**src/rtl/hack_alu_seq.sv**
```systemverilog
// Registered Hack ALU with valid/ready handshake, logical shifts and an
// optional shift-add multiplier enabled by defining HACK_ALU_MUL_EN.
module hack_alu_seq #(
   parameter int WIDTH = 16
) (
   input  logic             clk,
   input  logic             rst_n,
   input  logic             in_valid,
   output logic             in_ready,
   input  logic [WIDTH-1:0] x,
   input  logic [WIDTH-1:0] y,
   input  logic             zx,
   input  logic             nx,
   input  logic             zy,
   input  logic             ny,
   input  logic             f,
   input  logic             no,
   input  logic [1:0]       op,
   output logic             out_valid,
   input  logic             out_ready,
   output logic [WIDTH-1:0] out,
   output logic             zero,
   output logic             neg
);
   localparam int SHW = $clog2(WIDTH);

`ifdef HACK_ALU_MUL_EN
   localparam int CW = $clog2(WIDTH + 1);
   localparam logic [CW-1:0] CNT_LAST = CW'(WIDTH);
   typedef enum logic [1:0] {IDLE, MUL, DONE} state_t;
`else
   typedef enum logic [0:0] {IDLE, DONE} state_t;
`endif

   state_t state, next;
   state_t start_state;
   logic accept;

   logic [WIDTH-1:0] xp, yp, r, fin;
   logic [SHW-1:0]   sh;

`ifdef HACK_ALU_MUL_EN
   logic [CW-1:0]    count;
   logic [WIDTH-1:0] acc, mcand, mplier, mul_fin;
   logic             no_q;
`endif

   // operand prep and single-cycle result, straight from the live inputs
   always_comb begin
      xp = zx ? (nx ? '1 : '0) : (nx ? ~x : x);
      yp = zy ? (ny ? '1 : '0) : (ny ? ~y : y);
      sh = yp[SHW-1:0];
      case (op)
         2'b10:   r = xp << sh;
         2'b11:   r = xp >> sh;
         default: r = f ? (xp + yp) : (xp & yp);
      endcase
      fin = no ? ~r : r;
   end

   always_ff @(posedge clk) begin
      if (!rst_n) state <= IDLE;
      else        state <= next;
   end

   always_comb begin
      next        = state;
      in_ready    = 1'b0;
      out_valid   = 1'b0;
      start_state = DONE;
`ifdef HACK_ALU_MUL_EN
      if (op == 2'b01) start_state = MUL;
`endif
      case (state)
         IDLE: begin
            in_ready = rst_n;
            if (in_valid) next = start_state;
         end
`ifdef HACK_ALU_MUL_EN
         MUL: if (count == CNT_LAST) next = DONE;
`endif
         DONE: begin
            out_valid = 1'b1;
            in_ready  = rst_n & out_ready;
            if (out_ready) next = in_valid ? start_state : IDLE;
         end
         default: next = IDLE;
      endcase
   end

   assign accept = in_valid & in_ready;

`ifdef HACK_ALU_MUL_EN
   assign mul_fin = no_q ? ~acc : acc;
`endif

   always_ff @(posedge clk) begin
      if (!rst_n) begin
         out  <= '0;
         zero <= 1'b0;
         neg  <= 1'b0;
`ifdef HACK_ALU_MUL_EN
         count  <= '0;
         acc    <= '0;
         mcand  <= '0;
         mplier <= '0;
         no_q   <= 1'b0;
`endif
      end else begin
         if (accept && start_state == DONE) begin
            out  <= fin;
            zero <= (fin == '0);
            neg  <= fin[WIDTH-1];
         end
`ifdef HACK_ALU_MUL_EN
         if (accept && start_state == MUL) begin
            count  <= '0;
            acc    <= '0;
            mcand  <= xp;
            mplier <= yp;
            no_q   <= no;
         end
         // one multiplier bit per cycle, then one cycle to publish the product
         if (state == MUL) begin
            if (count != CNT_LAST) begin
               if (mplier[0]) acc <= acc + mcand;
               mcand  <= mcand << 1;
               mplier <= mplier >> 1;
               count  <= count + 1'b1;
            end else begin
               out  <= mul_fin;
               zero <= (mul_fin == '0);
               neg  <= mul_fin[WIDTH-1];
            end
         end
`endif
      end
   end

endmodule
```
**config.mk**
```make
export PLATFORM = sky130hd
export DESIGN_NAME = hack_alu_seq
export DESIGN_NICKNAME = d
export VERILOG_FILES = /design/src/rtl/hack_alu_seq.sv
export SDC_FILE = /design/constraint.sdc
export NUM_CORES = 1
export LEC_CHECK = 0
export ABC_AREA = 1
export BUFFER_PORTS_ARGS = -buffer_cell sky130_fd_sc_hd__buf_2
export CAP_MARGIN = 20
export CORE_MARGIN = 2
export CORE_UTILIZATION = 53
export DETAILED_ROUTE_END_ITERATION = 6
export PLACE_DENSITY = 0.86
export SYNTH_ARGS = -nofsm -noshare
export SYNTH_HDL_FRONTEND = slang
export SYNTH_SLANG_ARGS = --single-unit
```
**constraint.sdc**
```tcl
create_clock -name clk -period 2.4 [get_ports clk]
set_input_delay 0.12 -clock clk [delete_from_list [all_inputs] [get_ports clk]]
set_output_delay 0.12 -clock clk [all_outputs]
set_load 0.02 [all_outputs]
```
==> results of run 1 <==
-- sequential cells by signal, indices dropped and copies added (netlist names) --
signal / count
out: 16
state: 1
zero: 1
-- placed cells by master, fill, tap and decap left out, types with 2 or more instances in the layout --
| master | count |
|---|---|
| a21oi_2 | 15 |
| nand3_1 | 138 |
| ha_1 | 4 |
| clkbuf_8 | 4 |
| a21oi_1 | 32 |
| nor3_1 | 3 |
| ha_2 | 2 |
| a21oi_4 | 5 |
| a31oi_1 | 4 |
| buf_2 | 61 |
| o21ai_0 | 22 |
| nor4_2 | 2 |
| nand3b_1 | 6 |
| nand2_1 | 246 |
| nor2_2 | 5 |
| ha_4 | 11 |
| buf_4 | 91 |
| inv_1 | 48 |
| inv_2 | 17 |
| nor3_2 | 2 |
| nand4_1 | 6 |
| nand3_2 | 13 |
| dfxtp_1 | 18 |
| buf_6 | 9 |
| o21ai_4 | 3 |
| o21ai_1 | 12 |
| nand2_2 | 34 |
| a22o_1 | 3 |
| o21ai_2 | 11 |
| nand2_4 | 6 |
| o21bai_1 | 2 |
| or2_2 | 5 |
| nor2_4 | 3 |
| nor2_1 | 34 |
-- repair_timing --
action,CTS,global route
gates cloned,0,1
gates resized for setup,1,148
setup buffers,0,11
setup endpoints to repair,1,13
pin swaps,0,53
-- per-stage QoR --
step	power [µW]	util [%]	setup WS [ns]
after floorplan	1290	-	0.00434
after global placement	1760	68.6	-0.208
after detailed placement	1790	68.6	-0.290
after CTS	2050	69.5	0.0107
after global routing	2610	79.2	-0.216
final	2460	79.2	-0.0578
-- final cells by class --
type / count / share of cell area (%)
inverter: 67 / 4.73
multi-input combinational: 636 / 65.6
sequential: 18 / 6.59
tap: 96 / 2.20
clock buffer: 4 / 1.01
timing repair buffer: 161 / 19.9
-- critical path: stages --
cell,delay [ns]
buf_6,0.11
buf_4,0.15
or2_2,0.29
nand2_1,0.11
inv_1,0.10
ha_4,0.26
a21oi_1,0.28
o21ai_0,0.20
a21oi_1,0.21
nand2_1,0.08
nand2_1,0.06
nand3_1,0.07
nand2_1,0.12
nand2_1,0.07
nand2_1,0.07
nand2_1,0.08
nand2_1,0.07
nor2_2,0.04
nand4_1,0.06
nand2_1,0.06
-- where the power goes --
| part | switching [µW] | internal [µW] | leakage, µW |
|---|---|---|---|
| clock network | 104 | 146 | 0.0000288 |
| registers | 15.6 | 327 | 0.000149 |
| logic | 1120 | 744 | 0.00269 |
-- cell families after synthesis --
| logic type | after synthesis | share of synthesized area, % |
|---|---|---|
| AND/OR/NAND/NOR | 505 | 57.5 |
| AO/OA/AOI/OAI | 113 | 15.7 |
| buffers and inverters | 99 | 11.6 |
| flip-flops | 18 | 9.41 |
| adder cells (fa/ha/maj) | 17 | 5.55 |
| XOR/XNOR | 1 | 0.229 |
-- worst paths after layout --
check                       from                   to  slack, ns  cells after the start
max                           nx    zero$_SDFFE_PN0P_      -0.06                     20
min                     in_valid     state$_SDFF_PN0_       0.14                      3
max reg2reg     state$_SDFF_PN0_    zero$_SDFFE_PN0P_       0.57                     11
min reg2reg  out[5]$_SDFFE_PN0P_  out[5]$_SDFFE_PN0P_       0.47                      2
-- per-layer routing --
layer  share of wire (%)  track usage (%)
met3                  11             4.16
met2                  46             56.2
met5                   0                0
met4                 7.6             14.7
met1                  36             44.8
==> flow_metrics.tcl, run 1 <==
set metrics [dict create \
    status "complete, but fails checks" \
    violations "negative setup slack" \
    clockBufferDepth 2 \
    postRouteAntennaNets 0 \
    grt_pass1_vias 4926 \
    synth-warning-count 0 \
    ys_ff_latch 18 \
    cp-end-kind "flop" \
    arrival_ns 2.61 \
    setup.worst_path.class "in -> reg" \
    tns_ns -0.100 \
    timing.final.crit_share_pct 102 \
    synth_area_leaders "nand2_1 (27%), nand3_1 (19%), dfxtp_1 (9.4%)" \
    hold_path_class "in -> reg" \
    syn_inst 753 \
    n_fill_cell 497 \
    grt_overflow 0 \
    drive_gt1_share_pct 34.4 \
    hpwl_mm 10.3 \
    worstPathMaxFanout 7 \
    p_leak_uw 0.00287 \
    holdWs_ns 0.140 \
    multi_input_area_mm2 0.00359 \
    finalWorstSetupSlack_ns -0.0578 \
    area_growth_pct 42.8 \
    fp.dieW_um 89.0 \
    cts_tree "done" \
    place_area_mm2 0.00474 \
    cts_max_level 1 \
    max_clock_freq_mhz 407 \
    grt_max_degree 35 \
    io_pins 64 \
    port_buffers 63 \
    fin_cells 982 \
    rows 30 \
    drc_errors 0 \
    grt_antenna_before_repair 0 \
    synth-main-ff-cell "dfxtp_1" \
    grtUsageTotal_pct 34.1 \
    slew_viol_final 0 \
    peakVddDrop_v 0.000261 \
    dieArea_mm2 0.00792 \
    synth_cell_types 38 \
    cts-root-buf "clkbuf_8" \
    synth-async-reset-ratio_pct 0 \
    cap_viol_max_count 0 \
    synth_seq_area_share_pct 9.41 \
    wirelength_mm 16.2 \
    gp_congestion 0.975 \
    avgViaCountPerCell 6.19 \
    min_period_ns 2.46 \
    yosysTopAreaCell "nand2_1" \
    die_h_um 89.0 \
    clock_sinks 18 \
    yosys-top-cells-count "nand2_1 (280), nand3_1 (148), inv_1 (59)" \
    max-slew-margin-rel_pct 65.9 \
    drtIter0Drc 1148 \
    ff_latch_area_um2 360 \
    netlist.area_leader.share_pct 27.4 \
    numCtsBuffers 3 \
    netlist_area_mm2 0.00383 \
    wl_per_cell_um 16.5 \
    cellPowerDensity_mw_per_mm2 449 \
    synth_most_common_cell "nand2_1" \
    synthesis.nets 814 \
    postCtsHoldBufs 0 \
    worst_pin_slew_ns 0.511 \
    setup_violations 2 \
    synth-edff-count 0 \
    grt_pass1_wl_mm 21.9 \
    antennaDiodeCount 0 \
    core_area_mm2 0.00691 \
    layout.nets 948 \
    skew_ns 0.00508 \
    dp_cells 966 \
    drtPass1Iterations 6 \
    required_ns 2.55 \
    hold_violations 0 \
    path_clk_slew_ns 0.07 \
    syn_area_per_cell_um2 5.09 \
    clock_latency_ns 0.26 \
    finish.instance_area_mm2 0.00547 \
    initial_core_util_pct 55.5 \
    startpoint_type "input pin" \
    vias 6079 \
]
Power figures use the tool's default switching activity.
==> run 2: changes to the inputs <==
Settings changed: CORE_UTILIZATION 53 to 40, PLACE_DENSITY 0.86 to 0.69.
==> flow_metrics.tcl, run 2 (synthesis gave the netlist of run 1 again) <==
set metrics [dict create \
    status "complete, no violations" \
    initial_core_util_pct 41.3 \
    drtPass1Iterations 6 \
    vias 5542 \
    startpoint "nx" \
    hold_path_class "in -> reg" \
    area_growth_pct 38.2 \
    cts-root-buf "clkbuf_8" \
    pwr-share-seq_pct 15.1 \
    numCtsBuffers 3 \
    top_usage_layer "met2" \
    grt_pass1_wl_mm 22.1 \
    worst-r2r-setup-slack_ns 0.70 \
    grt_antenna_before_repair 0 \
    p_leak_uw 0.00282 \
    worstPathMaxFanout 7 \
    dieArea_mm2 0.0104 \
    finish.instance_area_mm2 0.00530 \
    largest_reg_flops 16 \
    reg2reg_to "zero$_SDFFE_PN0P_" \
    power_frac_comb_pct 75.9 \
    worst_pin_slew_ns 0.532 \
    skew_ns 0.00183 \
    grt_setup_unrepaired "yes" \
    drive_gt1_share_pct 29.7 \
    place_area_mm2 0.00486 \
    crit_cells 20 \
    clock_sinks 18 \
    rows 35 \
    setup.worst_path.class "in -> reg" \
    cap_viol_max_count 0 \
    path_delay_family "simple AND/OR/NAND/NOR gates" \
    max-slew-margin-rel_pct 64.5 \
    grt_max_degree 35 \
    tns_ns 0 \
    final_common_cell "nand2_1" \
    reg2regPathDepth 11 \
    p_int_uw 1150 \
    wl_per_cell_um 13.8 \
    slew_viol_final 0 \
    io_pins 64 \
    fp.dieW_um 102 \
    setup_violations 0 \
    core_area_mm2 0.00928 \
    max_clock_freq_mhz 437 \
    p_sw_uw 1100 \
    peakVddDrop_v 0.000214 \
    r2r-start "state$_SDFF_PN0_" \
    grt_pass1_vias 4818 \
    die_h_um 102 \
    hold_violations 0 \
    path_clk_slew_ns 0.06 \
    met1_usage_pct 35.3 \
    clock_latency_ns 0.25 \
    cpMostUsedCell "nand2_1" \
    postCtsHoldBufs 0 \
    crit_end "zero$_SDFFE_PN0P_" \
    cts_max_level 1 \
    cp-end-kind "flop" \
    hpwl_mm 10.6 \
    cellPowerDensity_mw_per_mm2 425 \
    wirelength_mm 14.1 \
    top_regs "out: 16 flops, state: 1 flops, zero: 1 flops" \
    postRouteAntennaNets 0 \
    layout_common_cells "nand2_1 (262), nand3_1 (145), buf_4 (97)" \
    min_period_ns 2.29 \
    port_buffers 63 \
    drc_errors 0 \
    avgViaCountPerCell 5.45 \
    crit_slowest_cell "nor4_2" \
    clkPwrFrac_pct 9.0 \
    grt_overflow 0 \
    max_stage_delay_ns 0.32 \
    crit_chain "buf_4 -> buf_4 -> or2_2 -> nand2_2 -> inv_2 -> ha_4 -> nand2_2 -> nor4_2 -> nand2_1 -> nand2_1 -> nand2_1 -> nand3_1 -> nand2_2 -> nand2_1 -> nand2_1 -> nand2_2 -> nand2_1 -> nor2_2 -> nand4_1 -> nand2_1" \
    layout.nets 950 \
    cts_tree "done" \
    grtUsageMet2_pct 44.1 \
    arrival_ns 2.48 \
    crit_buf_inv 3 \
    grtUsageTotal_pct 25.9 \
    startpoint_type "input pin" \
    grtUsageMet3_pct 2.67 \
    timing.final.crit_share_pct 95.3 \
    antennaDiodeCount 0 \
    clockBufferDepth 2 \
    gp_congestion 0.965 \
    drtIter0Drc 468 \
    required_ns 2.59 \
    swShare_pct 49.0 \
    regMostFlops "out" \
]
[run 2: changes by cell type in the layout (fill, tap and decap cells not counted), moves of 4 or more]
cell and delta:
inv_2 -10, nand2_2 -12, a21oi_4 -4, buf_6 -5
nand3_2 -7, buf_4 +6, inv_1 +9, nand2_1 +16
o21ai_1 +6, nand3_1 +7
[run 2: final cells by class]
class / instances / area (µm²)
fillers: 953 / 3990
repair buffers: 163 / 1090
inverters: 67 / 262
multi-input cells: 636 / 3390
flip-flops and latches: 18 / 360
clock buffers: 3 / 41.3
well taps: 129 / 161
[run 2: what timing repair did]
item / 4_1_cts / 5_1_grt
setup endpoints to repair: 1 / 12
resized for setup: 1 / 89
pin swaps: 0 / 16
buffers inserted: 0 / 3
[run 2: routing by layer]
layer  share of wire [%]  wire, µm
met1                  42      5950
met2                  47      6590
met3                 7.9      1110
met4                 3.0       415
met5                   0         0
[run 2: worst reg2reg max path: stages, from the launching register on]
cell	delay, ns
dfxtp_1	0.31
nand2_1	0.06
inv_1	0.05
nor2_1	0.11
nand2_1	0.20
inv_1	0.33
nand3_1	0.15
nor2_1	0.16
nand2_1	0.07
nor2_1	0.09
nand4_1	0.08
nand2_1	0.06
[run 2: how the worst min path moves through the flow]
| stage | cells after the start | slack (ns) | startpoint | to |
|---|---|---|---|---|
| 2_1_floorplan | 2 | 0.24 | in_valid | state$_SDFF_PN0_ |
| 3_3_place_gp | 3 | 0.35 | in_valid | state$_SDFF_PN0_ |
| 3_5_place_dp | 3 | 0.35 | in_valid | state$_SDFF_PN0_ |
| 4_1_cts | 3 | 0.09 | in_valid | state$_SDFF_PN0_ |
| 5_1_grt | 3 | 0.11 | in_valid | state$_SDFF_PN0_ |
| 6_report | 3 | 0.09 | in_valid | state$_SDFF_PN0_ |
[run 2: metrics by stage]
stage	power (µW)	std cells	util, %	hold WS [ns]	setup slack (ns)
2_1_floorplan	1290	753	-	0.241	0.00434
3_3_place_gp	1810	1010	52.4	0.346	-0.226
3_5_place_dp	1820	1010	52.4	0.351	-0.242
4_1_cts	2030	1013	52.9	0.0934	0.0360
5_1_grt	2440	1016	57.0	0.107	-0.0835
6_report	2250	1016	57.0	0.0918	0.113
[run 2: power groups by stage]
| stage | clock (µW) | sequential (µW) | combinational, µW |
|---|---|---|---|
| 2_1_floorplan | 0 | 382 | 910 |
| 3_3_place_gp | 0 | 347 | 1460 |
| 3_5_place_dp | 0 | 347 | 1480 |
| 4_1_cts | 205 | 341 | 1480 |
| 5_1_grt | 217 | 344 | 1880 |
| 6_report | 202 | 340 | 1710 |
==> run 3: changes to the inputs <==
Settings changed: BUFFER_PORTS_ARGS -buffer_cell sky130_fd_sc_hd__buf_2 to unset, DONT_BUFFER_PORTS set to 1, PLACE_DENSITY 0.69 to 0.63.
==> flow_metrics.tcl, run 3 (synthesis gave the netlist of run 1 again) <==
set metrics [dict create \
    status "complete, no violations" \
    cellPowerDensity_mw_per_mm2 432 \
    grtUsageMet3_pct 2.19 \
    peakVddDrop_v 0.000211 \
    rows 35 \
    largest_reg_flops 16 \
    die_h_um 102 \
    core_area_mm2 0.00928 \
    required_ns 2.59 \
    dieArea_mm2 0.0104 \
    layout_common_cells "nand2_1 (278), nand3_1 (148), buf_4 (68)" \
    drtPass1Iterations 5 \
    n_fill_cell 1061 \
    crit_chain "inv_1 -> nand2_2 -> nand2_2 -> o21ai_1 -> inv_1 -> ha_1 -> nand2_1 -> buf_4 -> nor2_1 -> nand3_1 -> nand3_1 -> nand2_1 -> nand3_1 -> nand2_1 -> nand3_1 -> nand3_1 -> nor2_1 -> nand4_1 -> nand2_1" \
    vias 5024 \
    hpwl_mm 10.3 \
    wl_per_cell_um 14.0 \
    reg2regPathDepth 12 \
    grtUsageMet2_pct 41.9 \
    met1_usage_pct 34.4 \
    clockBufferDepth 2 \
    slew_viol_final 0 \
    area_growth_pct 17.5 \
    hold_depth 2 \
    max_stage_delay_ns 0.37 \
    dp_cells 918 \
    fin_cells 922 \
    top_usage_layer "met2" \
    min_to "out[9]$_SDFFE_PN0P_" \
    drtIter0Drc 564 \
    cts_max_level 1 \
    min_period_ns 2.18 \
    postRouteAntennaNets 0 \
    gp_congestion 0.961 \
    worst_pin_slew_ns 0.455 \
    max_clock_freq_mhz 458 \
    clock_latency_ns 0.25 \
    finish.instance_area_mm2 0.00450 \
    grt_overflow 0 \
    fp.dieW_um 102 \
    r2r-start "state$_SDFF_PN0_" \
    reg2reg_to "zero$_SDFFE_PN0P_" \
    regMostFlops "out" \
    io_pins 64 \
    grtUsageTotal_pct 24.9 \
    hp-start "rst_n" \
    worst-r2r-setup-slack_ns 0.68 \
    setup.worst_path.class "in -> reg" \
    timing.final.crit_share_pct 91.0 \
    skew_ns 0.00360 \
    hold_path_class "in -> reg" \
    layout.nets 856 \
    startpoint_type "input pin" \
    cap_viol_max_count 0 \
    grt_pass1_vias 4450 \
    final_common_cell "nand2_1" \
    drive_gt1_share_pct 15.6 \
    grt_pass1_wl_mm 20.9 \
    arrival_ns 2.38 \
    fin_util_pct 48.5 \
    cpMostUsedCell "nand3_1" \
    place_area_mm2 0.00433 \
    setup_violations 0 \
    cts_tree "done" \
    p_leak_uw 0.00237 \
    hold_violations 0 \
    grt_max_degree 34 \
    initial_core_util_pct 41.3 \
    worstPathMaxFanout 7 \
    grt_antenna_before_repair 0 \
    top_regs "out: 16 flops, state: 1 flops, zero: 1 flops" \
    tns_ns 0 \
    wirelength_mm 12.9 \
    crit_slowest_cell "ha_1" \
    max-slew-margin-rel_pct 69.7 \
    clock_sinks 18 \
    cp-end-kind "flop" \
    path_clk_slew_ns 0.06 \
    antennaDiodeCount 0 \
    avgViaCountPerCell 5.45 \
    drc_errors 0 \
    port_buffers 0 \
    numCtsBuffers 3 \
    cts-root-buf "clkbuf_8" \
]
## run 3: worst max path at each step
stage | endpoint | cells after the start | startpoint
global route | zero$_SDFFE_PN0P_ | 21 | zx
floorplan | zero$_SDFFE_PN0P_ | 22 | ny
global placement | zero$_SDFFE_PN0P_ | 21 | zx
detailed placement | zero$_SDFFE_PN0P_ | 22 | zx
finish | zero$_SDFFE_PN0P_ | 19 | zx
CTS | zero$_SDFFE_PN0P_ | 21 | zx
## run 3: report_power, final
part	total, µW	switching, µW	internal, µW	leakage (µW)
Sequential	383	55.5	328	0.000149
Combinational	1360	815	548	0.00220
Clock	201	89.4	111	0.0000216
## run 3: cell type report
class	count	area (µm²)	area share [%]
repair buffers	69	520	11.6
multi-input cells	636	3160	70.1
clock buffers	3	41.3	0.917
well taps	129	161	3.59
inverters	67	262	5.81
flip-flops and latches	18	360	8.00
## run 3: routing by layer
metal | share of wire, % | routed length, µm
met1 | 44 | 5700
met2 | 47 | 6090
met3 | 6.5 | 833
met4 | 2.0 | 254
met5 | 0 | 0
## run 3: critical path, delay by kind of cell
kind            cells  cell delay [ns]
compound gates      1             0.18
fa+ha+maj           1             0.37
buf+inv             3             0.26
simple gates       14             1.43
## run 3: through the flow
stage / worst slack (ns) / hold slack [ns] / power, µW
6_report: 0.217 / 0.0149 / 1950
4_1_cts: 0.146 / 0.0125 / 1870
5_1_grt: -0.00136 / 0.00949 / 2130
2_1_floorplan: 0.00434 / 0.241 / 1290
3_5_place_dp: -0.0950 / 0.249 / 1670
3_3_place_gp: -0.0613 / 0.246 / 1660
## run 3: what timing repair did
| item | in CTS | in global routing |
|---|---|---|
| resized for setup | 0 | 28 |
| endpoints found under the setup margin | 0 | 7 |
| hold buffers | 1 | 0 |
| endpoints found under the hold margin | 1 | 0 |
| setup buffers | 0 | 0 |
